--- config.mk ---
export PLATFORM = sky130hd
export DESIGN_NAME = ps2_scancode_fifo
export DESIGN_NICKNAME = d
export VERILOG_FILES = /design/src/rtl/ps2_scancode_fifo_pkg.sv /design/src/rtl/ps2_scancode_fifo_repeat_filter.sv /design/src/rtl/ps2_scancode_fifo.sv
export SDC_FILE = /design/constraint.sdc
export NUM_CORES = 1
export LEC_CHECK = 0
export ABC_AREA = 1
export BUFFER_PORTS_ARGS = -buffer_cell sky130_fd_sc_hd__buf_2
export CORE_UTILIZATION = 39
export CTS_BUF_LIST = sky130_fd_sc_hd__clkbuf_8
export DETAILED_ROUTE_END_ITERATION = 7
export GPL_TIMING_DRIVEN = 0
export PLACE_DENSITY = 0.55
export SLEW_MARGIN = 20
export SYNTH_ARGS = -nofsm -noshare
export SYNTH_HDL_FRONTEND = slang
export SYNTH_HIERARCHICAL = 1
export SYNTH_SLANG_ARGS = --single-unit
--- constraint.sdc ---
create_clock -name clk -period 3.3 [get_ports clk]
set_clock_uncertainty 0.05 [all_clocks]
set_input_delay 0.33 -clock clk [delete_from_list [all_inputs] [get_ports clk]]
set_output_delay 0.33 -clock clk [all_outputs]
set_load 0.01 [all_outputs]
--- src/rtl/ps2_scancode_fifo_pkg.sv ---
// Shared key-event word layout and PS/2 protocol constants for the keyboard path.
package ps2_scancode_fifo_pkg;

    localparam int KEYWORD_W     = 10;
    localparam int KW_EXT        = 9;
    localparam int KW_REL        = 8;
    localparam int KW_CODE_MSB   = 7;
    localparam int KW_CODE_LSB   = 0;

    localparam logic [7:0] PS2_EXT_PREFIX = 8'hE0;
    localparam logic [7:0] PS2_BRK_PREFIX = 8'hF0;

    typedef enum logic [1:0] {
        ST_IDLE  = 2'd0,
        ST_LOAD  = 2'd1,
        ST_VALID = 2'd2
    } head_state_t;

    function automatic logic [KEYWORD_W-1:0] make_keyword(
        input logic       ext,
        input logic       rel,
        input logic [7:0] code
    );
        logic [KEYWORD_W-1:0] w;
        w                           = '0;
        w[KW_EXT]                   = ext;
        w[KW_REL]                   = rel;
        w[KW_CODE_MSB:KW_CODE_LSB]  = code;
        return w;
    endfunction

endpackage

--- src/rtl/ps2_scancode_fifo_repeat_filter.sv ---
// Typematic filter: remembers the last pressed key and drops its auto-repeat make codes.
module ps2_repeat_filter
    import ps2_scancode_fifo_pkg::*;
(
    input  logic                 clk,
    input  logic                 rst_n,
    input  logic                 i_clear,
    input  logic                 i_kb_interrupt,
    input  logic [7:0]           i_scancode,
    input  logic                 i_released,
    input  logic                 i_extended,
    output logic                 o_wr_en,
    output logic [KEYWORD_W-1:0] o_word
);

    logic [8:0] r_held_code;
    logic       r_held_valid;
    logic [8:0] w_key;
    logic       w_match;

    assign w_key   = {i_extended, i_scancode};
    assign w_match = r_held_valid && (r_held_code == w_key);
    assign o_wr_en = i_kb_interrupt && !(!i_released && w_match);
    assign o_word  = make_keyword(i_extended, i_released, i_scancode);

    always_ff @(posedge clk or negedge rst_n) begin
        if (!rst_n) begin
            r_held_code  <= '0;
            r_held_valid <= 1'b0;
        end else if (i_clear) begin
            r_held_valid <= 1'b0;
        end else if (i_kb_interrupt) begin
            if (!i_released && !w_match) begin
                r_held_code  <= w_key;
                r_held_valid <= 1'b1;
            end else if (i_released && w_match) begin
                r_held_valid <= 1'b0;
            end
        end
    end

endmodule

--- src/rtl/ps2_scancode_fifo.sv ---
// Key-event FIFO between the PS/2 receiver and the CPU scancode register, with registered head output.
module ps2_scancode_fifo
    import ps2_scancode_fifo_pkg::*;
#(
    parameter int DEPTH_LOG2    = 4,
    parameter bit FILTER_REPEAT = 1'b1
) (
    input  logic                  clk,
    input  logic                  rst_n,
    input  logic                  kb_interrupt,
    input  logic [7:0]            scancode,
    input  logic                  released,
    input  logic                  extended,
    input  logic                  rd,
    input  logic                  clear,
    output logic [KEYWORD_W-1:0]  dout,
    output logic                  empty,
    output logic                  full,
    output logic [DEPTH_LOG2:0]   count,
    output logic                  overflow
);

    localparam int                DEPTH      = 1 << DEPTH_LOG2;
    localparam logic [DEPTH_LOG2:0] FULL_COUNT = (DEPTH_LOG2+1)'(DEPTH);

    logic                   w_wr_req;
    logic [KEYWORD_W-1:0]   w_word;

    generate
        if (FILTER_REPEAT) begin : g_filter
            ps2_repeat_filter u_filter (
                .clk            (clk),
                .rst_n          (rst_n),
                .i_clear        (clear),
                .i_kb_interrupt (kb_interrupt),
                .i_scancode     (scancode),
                .i_released     (released),
                .i_extended     (extended),
                .o_wr_en        (w_wr_req),
                .o_word         (w_word)
            );
        end else begin : g_bypass
            assign w_wr_req = kb_interrupt;
            assign w_word   = make_keyword(extended, released, scancode);
        end
    endgenerate

    logic [KEYWORD_W-1:0]   r_mem [DEPTH];
    logic [DEPTH_LOG2-1:0]  r_wptr;
    logic [DEPTH_LOG2-1:0]  r_rptr;
    logic [DEPTH_LOG2:0]    r_count;
    logic                   r_overflow;
    logic [KEYWORD_W-1:0]   r_dout;
    head_state_t            r_state;
    head_state_t            w_state_next;
    logic [DEPTH_LOG2:0]    w_count_next;
    logic                   w_push;
    logic                   w_pop;
    logic                   w_drop;

    assign empty    = (r_count == '0);
    assign full     = (r_count == FULL_COUNT);
    assign count    = r_count;
    assign overflow = r_overflow;
    assign dout     = r_dout;

    // A pop in the same cycle frees a slot, so a write into a full FIFO is still accepted.
    assign w_pop  = rd && !empty && !clear;
    assign w_push = w_wr_req && (!full || w_pop) && !clear;
    assign w_drop = w_wr_req && full && !w_pop && !clear;

    always_comb begin
        w_count_next = r_count;
        if (w_push && !w_pop) begin
            w_count_next = r_count + (DEPTH_LOG2+1)'(1);
        end else if (w_pop && !w_push) begin
            w_count_next = r_count - (DEPTH_LOG2+1)'(1);
        end
    end

    always_comb begin
        w_state_next = r_state;
        if (clear || (w_count_next == '0)) begin
            w_state_next = ST_IDLE;
        end else begin
            case (r_state)
                ST_IDLE:  if (w_push) w_state_next = ST_LOAD;
                ST_LOAD:  w_state_next = w_pop ? ST_LOAD : ST_VALID;
                ST_VALID: if (w_pop) w_state_next = ST_LOAD;
                default:  w_state_next = ST_IDLE;
            endcase
        end
    end

    always_ff @(posedge clk) begin
        if (w_push) begin
            r_mem[r_wptr] <= w_word;
        end
    end

    always_ff @(posedge clk or negedge rst_n) begin
        if (!rst_n) begin
            r_wptr     <= '0;
            r_rptr     <= '0;
            r_count    <= '0;
            r_overflow <= 1'b0;
        end else if (clear) begin
            r_wptr     <= '0;
            r_rptr     <= '0;
            r_count    <= '0;
            r_overflow <= 1'b0;
        end else begin
            if (w_push) r_wptr <= r_wptr + DEPTH_LOG2'(1);
            if (w_pop)  r_rptr <= r_rptr + DEPTH_LOG2'(1);
            r_count <= w_count_next;
            if (w_drop) r_overflow <= 1'b1;
        end
    end

    // A pop during LOAD fetches a stale head; the FSM stays in LOAD so it is refetched next cycle.
    always_ff @(posedge clk or negedge rst_n) begin
        if (!rst_n) begin
            r_state <= ST_IDLE;
            r_dout  <= '0;
        end else begin
            r_state <= w_state_next;
            if (w_state_next == ST_IDLE) begin
                r_dout <= '0;
            end else if (r_state == ST_LOAD) begin
                r_dout <= r_mem[r_rptr];
            end
        end
    end

endmodule

Word-level counts from Yosys, hierarchy flattened --
Memories as Yosys holds them, arrays and structs flattened. Cells that the tools add are included.
Cells by class: bitwise operators 1, $add $sub $neg 4, muxes and demuxes 22, reduce and logical (&&, ||, !) cells 36, equal/unequal tests 4
Operator list (count):
- $mux W10 | 2
- $mux W4 | 4
- $mux W5 | 3
- $logic_and A1 B1 Y1 | 14
- $logic_not A5 Y1 | 2
- $reduce_bool A2 Y1 | 5
- $eq A9 B9 Y1 | 1
- $add A4 B1 Y4 const B | 2
- $logic_not A1 Y1 | 8
- $mux W1 | 8
- $mux W2 | 4
- $pmux W2 S3 | 1
- $add A5 B1 Y5 const B | 1
- $eq A5 B5 Y1 const B | 1
- $sub A5 B1 Y5 const B | 1
- $logic_not A2 Y1 | 2
- $reduce_and A3 Y1 | 1
- $reduce_bool A3 Y1 | 1
- $eq A2 B1 Y1 const B | 1
- $eq A2 B2 Y1 const B | 1
- $logic_or A1 B1 Y1 | 2
- $reduce_and A2 Y1 | 1
- $not A1 Y1 | 1
Word-level totals: bits in writable memories 160, bits of input ports 15, memories 1, logic and storage cells 76, register bits 36, output and inout bits 18
Memories:
- r_mem | words 16, width 10, read ports 1, clocked after Yosys merged registers in 0, wr ports 1, RTL line ps2_scancode_fifo.sv:48 | logic [KEYWORD_W-1:0] r_mem [DEPTH];

Depth between registers and ports, before layout --
depth after elaboration 16, mapped depth 18, depth with buffers taken out 18

Hierarchy --
The synthesis kept the hierarchy.
By module, submodules not included:
- ps2_scancode_fifo | instances 1, cells each 657, area an instance 7901.3 µm², seq. area each 5455.2 µm²
- ps2_repeat_filter | instances 1, cells each 110, area an instance 753.2 µm², seq. area each 250.2 µm²

Least setup slack after synthesis --
No wires, ideal clock.
kind register to register, start register g_filter.u_filter.r_held_code[7], end memory r_mem[1][0], enable pin, path buffers 0, setup time 390 ps, stages on the path, launching flop included 13, setup slack 586 ps, clock period less this slack 2714 ps, data required time 2860 ps, data arrival time 2274 ps, cell sequence dfrtp_1 -> inv_1 -> nand2_1 -> nand2_1 -> nor2_1 -> nand2_1 -> nor2_1 -> ha_1 -> nor2_1 -> nand2_2 -> nor2_4 -> inv_2 -> nor3_1
Between the ends: word-level cells in the longest chain between the ends 9
RTL lines:
- start: declaration | RTL line ps2_scancode_fifo_repeat_filter.sv:16 | logic [8:0] r_held_code;
- start signal: assignment | RTL line ps2_scancode_fifo_repeat_filter.sv:34 | r_held_code <= w_key;
- $eq A9 B9 Y1 | RTL line ps2_scancode_fifo_repeat_filter.sv:22 | assign w_match = r_held_valid && (r_held_code == w_key);
- $logic_and A1 B1 Y1 | RTL line ps2_scancode_fifo_repeat_filter.sv:22
- $logic_and A1 B1 Y1 | RTL line ps2_scancode_fifo_repeat_filter.sv:23 | assign o_wr_en = i_kb_interrupt && !(!i_released && w_match);
- $logic_not A1 Y1 | RTL line ps2_scancode_fifo_repeat_filter.sv:23
- $logic_and A1 B1 Y1 | RTL line ps2_scancode_fifo_repeat_filter.sv:23
- via w_wr_req | RTL line ps2_scancode_fifo.sv:26 | logic w_wr_req;
- $logic_and A1 B1 Y1 (2 in series) | RTL line ps2_scancode_fifo.sv:69 | assign w_push = w_wr_req && (!full || w_pop) && !clear;
- $mux W1 | RTL line ps2_scancode_fifo.sv:96 | if (w_push) begin
- $mux W1 (implied by the code) | RTL line ps2_scancode_fifo.sv:97 | r_mem[r_wptr] <= w_word;
- end: declaration | RTL line ps2_scancode_fifo.sv:48
The timed path passes the listed nets, and every way through them passes these cells.

Final worst setup path --
start register g_filter.u_filter.r_held_code[7], end memory r_mem[2][2], enable pin
Same word-level chain as after synthesis.

==> impl_results.html <==
<table>
<tr><th>Metric</th><th>Value</th></tr>
<tr><th colspan="2">Outcome</th></tr>
<tr><td>Status</td><td>finished clean</td></tr>
<tr><th colspan="2">Clock network</th></tr>
<tr><td>Root Buffer</td><td>clkbuf_8</td></tr>
<tr><td>Number of H-tree levels</td><td>4</td></tr>
<tr><td>Total clock sinks</td><td>196</td></tr>
<tr><td>Clock buffers created by TritonCTS</td><td>17</td></tr>
<tr><td>CTS max path bufs</td><td>2</td></tr>
<tr><td>Clock insertion delay at the later pin of the skew report</td><td>around 0.46 ns</td></tr>
<tr><td>CTS clk-pin slew, worst paths</td><td>0.09 ns</td></tr>
<tr><td>CTS tree</td><td>built</td></tr>
<tr><th colspan="2">Floorplanning</th></tr>
<tr><td>Die Area</td><td>0.0228 sq mm</td></tr>
<tr><td>Area inside the core boundary</td><td>approximately 0.022 sq mm</td></tr>
<tr><td>Die Ht</td><td>151 um</td></tr>
<tr><td>Initial cell density of the core</td><td>0.397</td></tr>
<tr><td>Row count</td><td>54</td></tr>
<tr><td>Overall die width</td><td>151 um</td></tr>
<tr><td>I/O Pins</td><td>33</td></tr>
<tr><th colspan="2">Placement</th></tr>
<tr><td>Port buffer count</td><td>32</td></tr>
<tr><td>Cell area after placement</td><td>0.00927 sq mm</td></tr>
<tr><td>Weighted congestion reported at the end of routability-driven placement</td><td>0.849</td></tr>
<tr><td>Dpl hpwl</td><td>14800 um</td></tr>
<tr><td>Pre-CTS setup slack</td><td>-0.0618 ns</td></tr>
<tr><th colspan="2">Critical path</th></tr>
<tr><td>Worst reg2reg startpoint</td><td>g_filter.u_filter/r_held_code[7]</td></tr>
<tr><td>Slowest library cell on the worst path</td><td>nor2_1</td></tr>
<tr><td>Type of the worst setup path</td><td>flop to flop</td></tr>
<tr><td>Critical path cell sequence</td><td>inv_1 -&gt; nand2_1 -&gt; nand2_1 -&gt; nor2_1 -&gt; nand2_1 -&gt; nor2_1 -&gt; ha_1 -&gt; nor2_1 -&gt; nand2_2 -&gt; nor2_4 -&gt; nand2_1 -&gt; nor2_1</td></tr>
<tr><td>Crit path largest cell delay</td><td>0.87 ns</td></tr>
<tr><td>Register-to-Register Setup Slack</td><td>0.04 ns</td></tr>
<tr><td>Worst flop-to-flop path endpoint</td><td>r_mem[2][2]</td></tr>
<tr><td>Worst Path Buf+Inv</td><td>1</td></tr>
<tr><td>Largest delay share family, worst path</td><td>simple AND/OR/NAND/NOR gates</td></tr>
<tr><td>Critical path data arrival time</td><td>3.29 ns</td></tr>
<tr><td>Reg2Reg Depth</td><td>12</td></tr>
<tr><td>Nature of the critical path endpoint</td><td>flop</td></tr>
<tr><td>Critical-path maximum fanout</td><td>10</td></tr>
<tr><td>Kind of start point of the critical path</td><td>flop</td></tr>
<tr><td>Critical path data required time</td><td>3.33 ns</td></tr>
<tr><th colspan="2">Drt</th></tr>
<tr><td>DR iter-0 viols</td><td>632</td></tr>
<tr><td>Detailed-route wire length</td><td>~22000 um</td></tr>
<tr><td>DR pass1 iterations</td><td>5</td></tr>
<tr><td>Vias</td><td>approximately 5700</td></tr>
<tr><td>Average wire per cell in the routed design</td><td>19.5 um</td></tr>
<tr><td>Via/cell ratio</td><td>5.12</td></tr>
<tr><td>DRC violation count after routing</td><td>0</td></tr>
<tr><td>DRT antenna net count</td><td>0</td></tr>
<tr><th colspan="2">Synth</th></tr>
<tr><td>Number of flops mapped to enable cells by yosys</td><td>160</td></tr>
<tr><td>Distinct cell type count after synthesis</td><td>40</td></tr>
<tr><td>Summed instance area of the synthesized netlist</td><td>0.00865 sq mm</td></tr>
<tr><td>Cell taking the most area after synthesis</td><td>edfxtp_1</td></tr>
<tr><td>Top cell types by occurrence after synthesis</td><td>160 x edfxtp_1, 119 x nand2_1, 75 x o21ai_0, 74 x inv_1, 73 x nor2_1</td></tr>
<tr><td>Cell with the most instances after synthesis</td><td>edfxtp_1</td></tr>
<tr><td>Total of warnings raised by yosys</td><td>6</td></tr>
<tr><td>Number of storage elements in the synthesis netlist</td><td>196</td></tr>
<tr><td>Mean post-synth cell area</td><td>11.3 sq um</td></tr>
<tr><td>Cell types occupying the most area after synthesis</td><td>edfxtp_1 56%, dfrtp_1 10%, nand2_1 5.2%</td></tr>
<tr><td>Portion of the post-synthesis area used by sequential elements</td><td>0.659</td></tr>
<tr><td>Post-Synthesis Cells</td><td>767</td></tr>
<tr><td>Async set-or-reset flop fraction in the synthesized netlist</td><td>0.184</td></tr>
<tr><td>Top_reg_cell synth</td><td>edfxtp_1</td></tr>
<tr><td>Area share of the largest cell type after synthesis</td><td>0.555</td></tr>
<tr><td>Synthesized netlist net count</td><td>792</td></tr>
<tr><th colspan="2">Power and ir drop</th></tr>
<tr><td>Power density over the cells</td><td>535 mW/mm^2</td></tr>
<tr><td>Total chip power</td><td>5180 uW</td></tr>
<tr><td>Worst voltage drop across the vdd grid</td><td>roughly 0.00021 V</td></tr>
<tr><td>Leak Pwr</td><td>0.00372 uW</td></tr>
<tr><th colspan="2">Cells and area</th></tr>
<tr><td>Number of fill cells in the layout</td><td>2023</td></tr>
<tr><td>Area Overhead vs Synth</td><td>11.9%</td></tr>
<tr><td>Util after Layout</td><td>0.444</td></tr>
<tr><td>Proportion of layout cells with a drive suffix above 1</td><td>0.192</td></tr>
<tr><td>Number of nets in the finished design</td><td>between 800 and 900</td></tr>
<tr><td>Antenna fix cells</td><td>0</td></tr>
<tr><td>Final standard cell area without fillers</td><td>0.00968 sq mm</td></tr>
<tr><th colspan="2">STA</th></tr>
<tr><td>Relative slew margins</td><td>0.247</td></tr>
<tr><td>Max-slew violation count</td><td>0</td></tr>
<tr><td>Crit path setup slack, layout</td><td>0.0394 ns</td></tr>
<tr><td>Slew at the pin closest to its max-slew limit</td><td>1.12 ns</td></tr>
<tr><td>Unrepaired setup endpoints after global routing</td><td>true</td></tr>
<tr><td>F_max</td><td>307 MHz</td></tr>
<tr><td>Number of hold-slack violations in the final timing report</td><td>0</td></tr>
<tr><td>Period utilisation layout</td><td>0.988</td></tr>
<tr><td>Final total negative setup slack</td><td>0 ns</td></tr>
<tr><td>Count of endpoints failing setup in the final report</td><td>0</td></tr>
<tr><td>Shortest clock period the worst path allows after layout</td><td>3.26 ns</td></tr>
<tr><th colspan="2">Job</th></tr>
<tr><td>Max-cap violations</td><td>0</td></tr>
<tr><th colspan="2">Hold path</th></tr>
<tr><td>Worst hold path depth</td><td>3</td></tr>
<tr><td>Terminating pin of the worst hold path</td><td>g_filter.u_filter/r_held_code[5]</td></tr>
<tr><td>HP Class</td><td>input pin to flop</td></tr>
<tr><td>Worst hold start</td><td>scancode[5]</td></tr>
<tr><th colspan="2">Global routing</th></tr>
<tr><td>Vias in the first global route</td><td>5325</td></tr>
<tr><td>Global routing usage summed across all routing layers</td><td>0.203</td></tr>
<tr><td>Overflow left after global routing</td><td>0</td></tr>
<tr><td>Global-route wire length before repair</td><td>between 30000 and 40000 um</td></tr>
<tr><td>Maximum number of pins on one net before global-route repair</td><td>37</td></tr>
<tr><td>Antenna violations before repair</td><td>0</td></tr>
</table>
-- sequential cells by signal, summed over array words and instances, names as in the netlist --
signal	flops
overflow	1
dout	10
g_filter.u_filter/r_held_valid	1
r_state	2
r_rptr	4
r_wptr	4
r_mem	160
g_filter.u_filter/r_held_code	9
count	5
-- cells by family (layout without fill, tap and decap cells) --
kind of cell / Yosys count / count (layout) / share of synthesized area
buffers and inverters: 129 / 202 / 0.0643
AND/OR/NAND/NOR: 267 / 267 / 0.142
XOR/XNOR: 3 / 3 / 0.00304
AO/OA/AOI/OAI: 162 / 162 / 0.117
flip-flops: 196 / 196 / 0.659
adder cells (fa/ha/maj): 10 / 10 / 0.0145
-- cell type report --
type	count	area [sq um]	area share
repair buffers	41	230	0.0238
plain buffers	44	236	0.0244
inverters	85	320	0.0331
well taps	280	350	0.0362
flip-flops and latches	196	5710	0.589
clock buffers	17	234	0.0242
clock inverters	15	163	0.0168
multi-input cells	442	2440	0.252
-- timing repair --
| item | CTS | global route |
|---|---|---|
| endpoints found under the hold margin | 36 | 0 |
| setup buffers | 0 | 0 |
| hold buffers | 1 | 0 |
| endpoints found under the setup margin | 0 | 50 |
| resized for setup | 0 | 2 |
-- worst register-to-register path, cell delays in order (launching register included) --
cell	delay, ns
dfrtp_1	0.41
inv_1	0.06
nand2_1	0.04
nand2_1	0.06
nor2_1	0.06
nand2_1	0.07
nor2_1	0.05
ha_1	0.17
nor2_1	0.49
nand2_2	0.18
nor2_4	0.20
nand2_1	0.16
nor2_1	0.87
-- report_power, final --
part           total (uW)  leakage (uW)  switching, uW  internal [uW]
Combinational         838       0.00160            594            244
Sequential           2770       0.00192           37.0           2730
Clock                1570      0.000195            831            741
Total                5180       0.00372           1460           3710
-- worst max path at each step --
stage | end | depth (start not counted) | from
global placement | r_mem[7][5] | 11 | scancode[7]
detailed placement | r_mem[4][3] | 13 | scancode[0]
global route | r_mem[2][2] | 12 | g_filter.u_filter/r_held_code[7]
CTS | r_mem[4][8] | 12 | g_filter.u_filter/r_held_code[7]
finish | r_mem[2][2] | 12 | g_filter.u_filter/r_held_code[7]
floorplan | r_mem[1][0] | 12 | g_filter.u_filter/r_held_code[7]
-- through the flow --
stage / instances / hold WS (ns)
after floorplan: 767 / -0.0156
after global placement: 1079 / 0.433
after detailed placement: 1087 / 0.442
after CTS: 1120 / 0.0573
after global routing: 1120 / 0.0711
final: 1120 / 0.0852
-- cell usage in the layout (no fill, tap or decap), drive strengths merged --
cell type / instances
bufinv: 3
nor3: 12
a221oi: 18
nand2: 132
o21ai: 111
o211ai: 1
o31ai: 1
xnor2: 1
or2: 3
nand4: 4
nand3: 28
xor2: 2
clkinv: 10
nor2: 88
inv: 84
dlygate4sd3: 1
a31oi: 1
dfrtp: 36
clkinvlp: 3
clkbuf: 35
o221ai: 21
ha: 10
edfxtp: 160
a21oi: 8
buf: 66
o22ai: 1
-- routing by layer --
layer | vias up | GRT usage | routed length [um]
met5 | - | 0 | 0
met4 | 0 | 0.0820 | 694
met3 | 32 | 0.0413 | 1250
met2 | 184 | 0.314 | 10100
met1 | 2737 | 0.279 | 9770
li1 | 2778 | - | -
Note: power is estimated with default switching activity, not from simulation.
